**config.mk**
```make
export PLATFORM = sky130hd
export DESIGN_NAME = decoder_scan
export DESIGN_NICKNAME = d
export VERILOG_FILES = /design/src/rtl/decoder_pkg.sv /design/src/rtl/decoder_onehot.sv /design/src/rtl/decoder_scan.sv
export SDC_FILE = /design/constraint.sdc
export NUM_CORES = 1
export LEC_CHECK = 0
export ABC_AREA = 1
export BUFFER_PORTS_ARGS = -buffer_cell sky130_fd_sc_hd__buf_2
export CAP_MARGIN = 20
export CELL_PAD_IN_SITES_DETAIL_PLACEMENT = 0
export CELL_PAD_IN_SITES_GLOBAL_PLACEMENT = 1
export CORE_MARGIN = 4
export CORE_UTILIZATION = 31
export CTS_BUF_LIST = sky130_fd_sc_hd__clkbuf_4 sky130_fd_sc_hd__clkbuf_8 sky130_fd_sc_hd__clkbuf_16
export DETAILED_ROUTE_END_ITERATION = 8
export HOLD_SLACK_MARGIN = 0.1
export PLACE_DENSITY_LB_ADDON = 0.1
export RECOVER_POWER = 50
export SYNTH_ARGS = -nofsm -noshare
export SYNTH_HDL_FRONTEND = slang
export SYNTH_SLANG_ARGS = --single-unit
```
**constraint.sdc**
```tcl
create_clock -name clk -period 1.33 [get_ports clk]
set_input_delay 0.133 -clock clk [delete_from_list [all_inputs] [get_ports clk]]
set_output_delay 0.133 -clock clk [all_outputs]
set_load 0.05 [all_outputs]
```
**src/rtl/decoder_pkg.sv**
```systemverilog
// Shared definitions for the line decoder / scanner.
//   state_e       : controller state (direct decode or automatic sweep)
//   MODE_DIRECT/  : encodings of the mode input
//   MODE_SCAN
//   dwell_width() : dwell counter width, never narrower than one bit
package decoder_pkg;

    typedef enum logic [0:0] {
        S_DIRECT = 1'b0,
        S_SCAN   = 1'b1
    } state_e;

    localparam logic MODE_DIRECT = 1'b0;
    localparam logic MODE_SCAN   = 1'b1;

    function automatic int dwell_width(input int dwell);
        return (dwell > 1) ? $clog2(dwell) : 1;
    endfunction

endpackage

```
**src/rtl/decoder_onehot.sv**
```systemverilog
// Combinational one-hot decoder with enable.
//   ena : high drives a single line, low forces all lines to zero
//   in  : line index, N bits
//   out : 2**N one-hot lines
module decoder_onehot #(
    parameter int N = 3
) (
    input  logic             ena,
    input  logic [N-1:0]     in,
    output logic [2**N-1:0]  out
);

    always_comb begin
        out = '0;
        if (ena) begin
            out[in] = 1'b1;
        end
    end

endmodule

```
**src/rtl/decoder_scan.sv**
```systemverilog
// One-hot line driver with two modes: DIRECT decodes a select value
// accepted over a valid/ready handshake, SCAN sweeps every line in turn,
// holding each for DWELL cycles.
//
// state    | meaning
// ---------+-----------------------------------------------------------
// S_DIRECT | sel loads from in on in_valid & in_ready, otherwise holds
// S_SCAN   | sel advances every DWELL cycles, wrap pulses on 2**N-1 -> 0
//
// Ports:
//   clk, rst_n : clock, asynchronous active-low reset
//   ena        : global enable; low blanks out and freezes all state
//   mode       : 0 = DIRECT, 1 = SCAN (takes effect one cycle later)
//   in/in_valid/in_ready : select handshake, accepted only in DIRECT
//   out        : one-hot decode of sel, zero when disabled or in reset
//   sel        : current select index
//   wrap       : one-cycle pulse after a scan wraps back to line 0
module decoder_scan
    import decoder_pkg::*;
#(
    parameter int N     = 3,
    parameter int DWELL = 4
) (
    input  logic             clk,
    input  logic             rst_n,
    input  logic             ena,
    input  logic             mode,
    input  logic [N-1:0]     in,
    input  logic             in_valid,
    output logic             in_ready,
    output logic [2**N-1:0]  out,
    output logic [N-1:0]     sel,
    output logic             wrap
);

    localparam int            DW         = dwell_width(DWELL);
    localparam logic [DW-1:0] DWELL_LAST = DW'(DWELL - 1);
    localparam logic [N-1:0]  SEL_MAX    = '1;

    state_e         state_q, state_d;
    state_e         mode_state;
    logic [N-1:0]   sel_q, sel_d;
    logic [DW-1:0]  dwell_q, dwell_d;
    logic           wrap_q, wrap_d;
    logic           drive_en;

    always_comb begin
        mode_state = (mode == MODE_SCAN) ? S_SCAN : S_DIRECT;
    end

    always_comb begin
        state_d = state_q;
        sel_d   = sel_q;
        dwell_d = dwell_q;
        wrap_d  = 1'b0;
        if (ena) begin
            state_d = mode_state;
            if (state_q == S_DIRECT) begin
                // in_ready is high whenever we get here, so in_valid alone
                // completes the handshake
                dwell_d = '0;
                if (in_valid) begin
                    sel_d = in;
                end
            end else if (mode_state != state_q) begin
                // leaving SCAN: hold the current line, restart the dwell
                dwell_d = '0;
            end else if (dwell_q == DWELL_LAST) begin
                sel_d   = sel_q + 1'b1;
                dwell_d = '0;
                wrap_d  = (sel_q == SEL_MAX);
            end else begin
                dwell_d = dwell_q + 1'b1;
            end
        end
    end

    always_ff @(posedge clk or negedge rst_n) begin
        if (!rst_n) begin
            state_q <= S_DIRECT;
            sel_q   <= '0;
            dwell_q <= '0;
            wrap_q  <= 1'b0;
        end else begin
            state_q <= state_d;
            sel_q   <= sel_d;
            dwell_q <= dwell_d;
            wrap_q  <= wrap_d;
        end
    end

    // sel resets to 0, so the decoder must also be blanked by rst_n to keep
    // out at zero while reset is held
    assign drive_en = ena & rst_n;

    decoder_onehot #(
        .N (N)
    ) u_onehot (
        .ena (drive_en),
        .in  (sel_q),
        .out (out)
    );

    assign in_ready = drive_en & (state_q == S_DIRECT);
    assign sel      = sel_q;
    assign wrap     = wrap_q & ena;

endmodule

```
==> metrics.md, run 1 <==
| Metric | Value |
|---|---|
| Worst Path Required | between 1 and 1.5 ns |
| CORE AREA | 1580 sq um |
| CP peak stage delay | 0.44 ns |
| Number of cells on the worst reg-to-reg path | 6 |
| Clk buf depth | 2 |
| Unique masters post-synth | 14 |
| Final setup violation count | 0 |
| Max-slew violations | 0 |
| CTS root buffer | clkbuf_4 |
| Layout area overhead | 59.9% |
| Wirelength, routed | 1.32 mm |
| Hold slack | 0.202 ns |
| Register-to-register setup slack | 0.09 ns |
| Die Span Y | 49.9 microns |
| TritonCTS buffer count | 3 |
| Starting Density | 34.4% |
| Detailed-route via count | 570 |
| DIE AREA | 2490 sq um |
| Critical path class | register to output port |
| First-pass GRT wire length | 2.19 mm |
| Pre-CTS WS | 0.121 ns |
| VDD IR max | 0.656 mV |
| H-tree depth | 1 |
| Max Freq | 775 MHz |
| RSZ-0062 raised after global routing | true |
| Leakage power | 0.446 nW |
| IO buf count | 20 |
| Outcome | completed |
| Cell area after synthesis | 543 sq um |
| Tmin final | 1.29 ns |
| GRT overflow | 0 |
| Worst setup path startpoint | sel[0]$_DFFE_PN0P_ |
| WL per Instance | 10.9 microns |
| DRC | 0 |
| Fraction of layout cells with a size suffix above 1 | 55.7% |
| N_diodes | 0 |
| Pwr per Cell Area | 1320 nW/um^2 |
| Vias in the first global route | 482 |
| Detailed Routing Iterations Pass 1 | 4 |
| # Max-Cap Violations | 0 |
| # fillers | 163 |
| Skew final | just under 0.003 ns |
| Mapped Avg Cell Area | between 7 and 8 sq um |
| Io pins | 21 |
| RR Startpoint | sel[1]$_DFFE_PN0P_ |
| Clock Latency Late Sink | 0.26 ns |
| Pin count of the biggest net entering global routing | 10 |
| CP max stage cell | dfrtp_2 |
| Synth warnings | 0 |
| Placement Rows | 14 |
| Period utilisation layout | 97.0% |
| CP endpoint kind | output port |
| Initial DRC Count | 5 |
| Clk slew on worst S/H paths | 0.06 ns |
| Antenna viol nets, final | 0 |
| Hold WC Path Type | primary input to register |
| Yosys reg bits | 7 |
| Fin nets | between 100 and 150 |
| FF/Latch Area | 179 sq um |
| Syn nets | 89 |
| Slew Limit Headroom | between 70 and 80% |
| Final Hold Vio Count | 0 |
| Sequence of cells on the critical path | inv_2 -> nand2_4 -> nor2_4 -> buf_6 |
| Final Worst Setup Slack | 0.0399 ns |
| Fin Setup TNS | 0 ns |
| Post-synthesis sequential area ratio | 32.3% |
| Hold path depth | 5 |
| CTS tree | built |
| Synth Instances | 77 |
| Multi-input logic area | 385 sq um |
| Number of antenna violations at the first check in global routing | 0 |
| FF-to-FF End | sel[2]$_DFFE_PN0P_ |
| Hold Path End | sel[1]$_DFFE_PN0P_ |
| Worst path arrival time | 1.16 ns |
| Die W | 49.9 microns |
| Crit-path max FO | 5 |
| Crit start category | register |
| Sink Count | 7 |
| RePlAce Congestion | ~0.75 |
| Hold path startpoint | in[1] |
| Via density | ~4.7 |
| Worst slew pin tran | 0.418 ns |
| Total GRT Usage | between 10 and 15% |
| Final HPWL DP | 1.03 mm |
layout by cell type (no fill, tap or decap), drive strengths merged, types with 2 or more instances in the layout:
master	count
nand3	6
nand2	30
o21ai	2
nor2	13
dfrtp	7
ha	4
dlygate4sd3	2
clkbuf	6
buf	23
inv	12
how the worst max path moves through the flow:
stage                               to  slack (ns)  depth (start not counted)
global placement    sel[2]$_DFFE_PN0P_        0.13                          6
detailed placement  sel[2]$_DFFE_PN0P_        0.12                          6
floorplan           sel[2]$_DFFE_PN0P_       0.004                          6
CTS                             out[0]      0.0005                          4
global route                    out[2]       -0.02                          4
finish                          out[0]        0.04                          4
routing by layer:
metal | up-vias | track usage (%) | routed length (microns)
met3 | 5 | 1.81 | 65
met1 | 249 | 16.7 | 591
met5 | - | 0 | 0
li1 | 297 | - | -
met4 | 0 | 9.68 | 41
met2 | 19 | 16.1 | 626
cells by family (layout without fill, tap and decap cells):
logic type	Yosys count	in the layout	synth area share, %
AND/OR/NAND/NOR	49	49	42.6
buffers and inverters	14	43	12.9
flip-flops	7	7	32.3
adder cells (fa/ha/maj)	4	4	9.22
AO/OA/AOI/OAI	3	3	3.00
cell type report:
cell class | instances | share of cell area [%]
multi-input combinational | 56 | 44.4
timing repair buffer | 27 | 23.5
sequential | 7 | 20.6
tap | 16 | 2.31
clock buffer | 4 | 3.46
inverter | 12 | 5.76
flip-flops by register name, indices dropped and copies added, names as in the netlist:
name     cells
state_q      1
sel          3
wrap_q       1
dwell_q      2
cells in the mapped netlist:
library cell	count	share of area (%)
buf_6	2	4.1
dfrtp_1	7	32
ha_1	4	9.2
inv_1	9	6.2
inv_2	2	1.4
inv_4	1	1.2
nand2_1	25	17
nand2_2	5	5.8
nand3_1	5	4.6
nand3_2	1	1.8
nor2_1	10	6.9
nor2_4	3	6.2
o21ai_0	2	1.8
o22ai_1	1	1.2
stage by stage:
| step | cell area [sq um] | util [%] | instances | power (mW) |
|---|---|---|---|---|
| floorplan | 589 | - | 77 | 0.683 |
| global placement | 709 | 45.0 | 114 | 0.788 |
| detailed placement | 709 | 45.0 | 114 | 0.791 |
| CTS | 802 | 50.9 | 120 | 1.05 |
| global route | 868 | 55.1 | 122 | 1.24 |
| finish | 868 | 55.1 | 122 | 1.15 |
worst max-delay path: cells and delay by family (launching register included):
kind                   cells  cell delay, ns
DFF                        1            0.44
and+or+nand+nor            2            0.22
buffers and inverters      2            0.25
what timing repair did:
action	in CTS	in global routing
setup endpoints to repair	8	8
hold buffers	2	0
setup buffers	0	2
endpoints found under the hold margin	8	0
gates resized for setup	14	17
pin swaps	0	5
power by group:
group	switching, mW	internal (mW)	leakage (nW)	total, mW
Sequential	0.0613	0.255	0.0873	0.317
Combinational	0.411	0.198	0.340	0.608
Clock	0.0872	0.135	0.0184	0.223
(Power assumes the default switching activity.)
==> run 2, diff against run 1 <==
- SETUP_SLACK_MARGIN: unset -> 0.15
==> run 2 against run 1 <==
Flip-flop and latch count stayed put; fmax is 0.20% lower; sequential power hardly changed; clock skew is 0.0020 ns higher; total power is 9.1% higher; clock-buffer cell count stayed put; final area is 7.8% higher; largest power group unchanged.
==> metrics.md, run 2 (synthesized netlist as in run 1, its figures left out) <==
| Metric | Value |
|---|---|
| Hold path depth | 5 (unchanged) |
| Detailed Routing Iterations Pass 1 | 2 (was 4) |
| Register-to-register setup slack | 0.10 ns (was 0.09 ns) |
| CP max stage cell | dfrtp_2 (unchanged) |
| Crit-path max FO | 5 (unchanged) |
| Combinational power share | 57.2% (was 53.0%) |
| Worst path top cell family by delay | flip-flops (unchanged) |
| Hold WC Path Type | primary input to register (unchanged) |
| WP buf/inv | 2 (unchanged) |
| DIE AREA | 2490 sq um (unchanged) |
| FF-to-FF End | sel[2]$_DFFE_PN0P_ (unchanged) |
| Number of flip-flops in the largest register | 3 (unchanged) |
| Number of cells on the worst reg-to-reg path | 7 (was 6) |
| Layout area overhead | 72.4% (was 59.9%) |
| CTS root buffer | clkbuf_4 (unchanged) |
| Total GRT Usage | 12.6% (was 12.0%) |
| Post-route cell area | 936 sq um (was 868 sq um) |
| Fin nets | 120 (was 119) |
| # fillers | 154 (was 163) |
| Critical path class | register to output port (unchanged) |
| Final setup violation count | 0 (unchanged) |
| CORE AREA | 1580 sq um (unchanged) |
| Hold path startpoint | in[0] (was in[1]) |
| GRT overflow | 0 (unchanged) |
| Die Span Y | 49.9 microns (unchanged) |
| Fraction of layout cells with a size suffix above 1 | 59.8% (was 55.7%) |
| Placement Rows | 14 (unchanged) |
| Clk network pwr share | 17.5% (was 19.4%) |
| VDD IR max | 0.589 mV (was 0.656 mV) |
| DRC | 0 (unchanged) |
| Power share of the sequential group | 25.3% (was 27.6%) |
| Initial DRC Count | 5 (unchanged) |
| Clk buf depth | 2 (unchanged) |
| Post-DP Area | 759 sq um (was 709 sq um) |
| Most common cell after layout, fill and taps aside | nand2_1 (unchanged) |
| Sequence of cells on the critical path | inv_2 -> nand2_4 -> nor2_4 -> buf_6 (unchanged) |
| Final Hold Vio Count | 0 (unchanged) |
| Pin count of the biggest net entering global routing | 10 (unchanged) |
| WL per Instance | 10.6 microns (was 10.9 microns) |
| Crit start category | register (unchanged) |
| Commonest non-fill, non-tap cells in the layout | 19 x nand2_1, 11 x nor2_4, 10 x buf_6 (was 21 x nand2_1, 11 x nor2_4, 11 x buf_2) |
| Via density | 4.49 (was 4.67) |
| IO buf count | 20 (unchanged) |
| # Max-Cap Violations | 0 (unchanged) |
| Wirelength, routed | 1.30 mm (was 1.32 mm) |
| CP endpoint kind | output port (unchanged) |
| Worst Path Required | 1.20 ns (about the same) |
| Clk slew on worst S/H paths | 0.05 ns (was 0.06 ns) |
| Max-slew violations | 0 (unchanged) |
| Die W | 49.9 microns (unchanged) |
| Tmin final | 1.29 ns (about the same) |
| Vias in the first global route | 526 (was 482) |
| CTS tree | built (unchanged) |
| Switching Share | 47.1% (was 48.7%) |
| TritonCTS buffer count | 3 (unchanged) |
| Net Switching | 0.589 mW (was 0.559 mW) |
| Clock Latency Late Sink | 0.25 ns (was 0.26 ns) |
| Worst slew pin tran | 0.419 ns (was 0.418 ns) |
| Pwr per Cell Area | 1340 nW/um^2 (was 1320 nW/um^2) |
| Pre-CTS WS | 0.171 ns (was 0.121 ns) |
| RR Startpoint | sel[1]$_DFFE_PN0P_ (unchanged) |
| Worst path arrival time | 1.16 ns (about the same) |
| Max Freq | 774 MHz (was 775 MHz) |
| Period utilisation layout | 97.2% (was 97.0%) |
| First-pass GRT wire length | 2.33 mm (was 2.19 mm) |
| Io pins | 21 (unchanged) |
| Internal power | 0.663 mW (was 0.588 mW) |
| Antenna viol nets, final | 0 (unchanged) |
| Slew Limit Headroom | 72.1% (was 72.2%) |
| Outcome | completed (unchanged) |
| CP peak stage delay | 0.46 ns (was 0.44 ns) |
| RSZ-0062 raised after global routing | true (unchanged) |
| Leakage power | 0.470 nW (was 0.446 nW) |
| Final Worst Setup Slack | 0.0374 ns (was 0.0399 ns) |
| N_diodes | 0 (unchanged) |
| Detailed-route via count | 552 (was 570) |
| Hold Path End | sel[0]$_DFFE_PN0P_ (was sel[1]$_DFFE_PN0P_) |
| RePlAce Congestion | 0.671 (was 0.745) |
| Number of antenna violations at the first check in global routing | 0 (unchanged) |
| Final HPWL DP | 1.04 mm (was 1.03 mm) |
| H-tree depth | 1 (unchanged) |
| CP Depth | 4 (unchanged) |
| Skew final | 0.00492 ns (was 0.00292 ns) |
| Sink Count | 7 (unchanged) |
| Starting Density | 34.4% (unchanged) |
## run 2: worst max-delay path by stage
stage	startpoint	end	slack, ns
floorplan	sel[1]$_DFFE_PN0P_	sel[2]$_DFFE_PN0P_	0.09
global placement	sel[1]$_DFFE_PN0P_	out[1]	0.18
detailed placement	sel[2]$_DFFE_PN0P_	out[1]	0.17
CTS	sel[0]$_DFFE_PN0P_	out[4]	0.03
global route	sel[0]$_DFFE_PN0P_	out[4]	-0.01
finish	sel[0]$_DFFE_PN0P_	out[0]	0.04
## run 2: area by class of cell
class / count / area [sq um] / area share (%)
multi-input cells: 56 / 425 / 45.5
clock buffers: 4 / 30.0 / 3.21
flip-flops and latches: 7 / 179 / 19.1
well taps: 16 / 20.0 / 2.14
inverters: 12 / 47.5 / 5.08
repair buffers: 28 / 234 / 25.0
## run 2: worst register-to-register path, cell delays in order (launching register included)
cell and delay, ns:
dfrtp_2 0.44, buf_6 0.13, ha_4 0.15, ha_4 0.25
nand2_2 0.03, nand2_1 0.05, nand3_1 0.06, nand2_1 0.05
## run 2: power by group through the flow
stage	combinational [mW]	sequential (mW)	clock, mW
after floorplan	0.328	0.413	0
final	0.716	0.317	0.219
after detailed placement	0.526	0.324	0
after global placement	0.531	0.319	0
after CTS	0.655	0.316	0.231
after global routing	0.774	0.325	0.242
## run 2: repair_timing
action                     4_1_cts  5_1_grt
hold endpoints to repair         8        0
setup endpoints to repair        8       13
hold buffers                     2        0
setup buffers                    3        0
resized for setup               25       13
pin swaps                        6        2
## run 2: metal layers
metal | routed length (microns) | up-vias | share of wire [%] | track usage [%]
met5 | 0 | - | 0 | 0
met4 | 25 | 0 | 1.9 | 8.29
met3 | 98 | 4 | 7.6 | 4.22
met2 | 573 | 16 | 44 | 17.0
met1 | 600 | 234 | 46 | 16.8
li1 | - | 298 | - | -
## run 2: through the flow
step / power (mW) / utilization [%] / TNS (ns) / cells / hold WS, ns
floorplan: 0.741 / - / 0 / 77 / -0.163
global placement: 0.851 / 48.2 / 0 / 114 / 0.0672
detailed placement: 0.850 / 48.2 / 0 / 114 / 0.0658
CTS: 1.20 / 57.5 / 0 / 123 / 0.195
global route: 1.34 / 59.4 / -0.0432 / 123 / 0.210
finish: 1.25 / 59.4 / 0 / 123 / 0.200
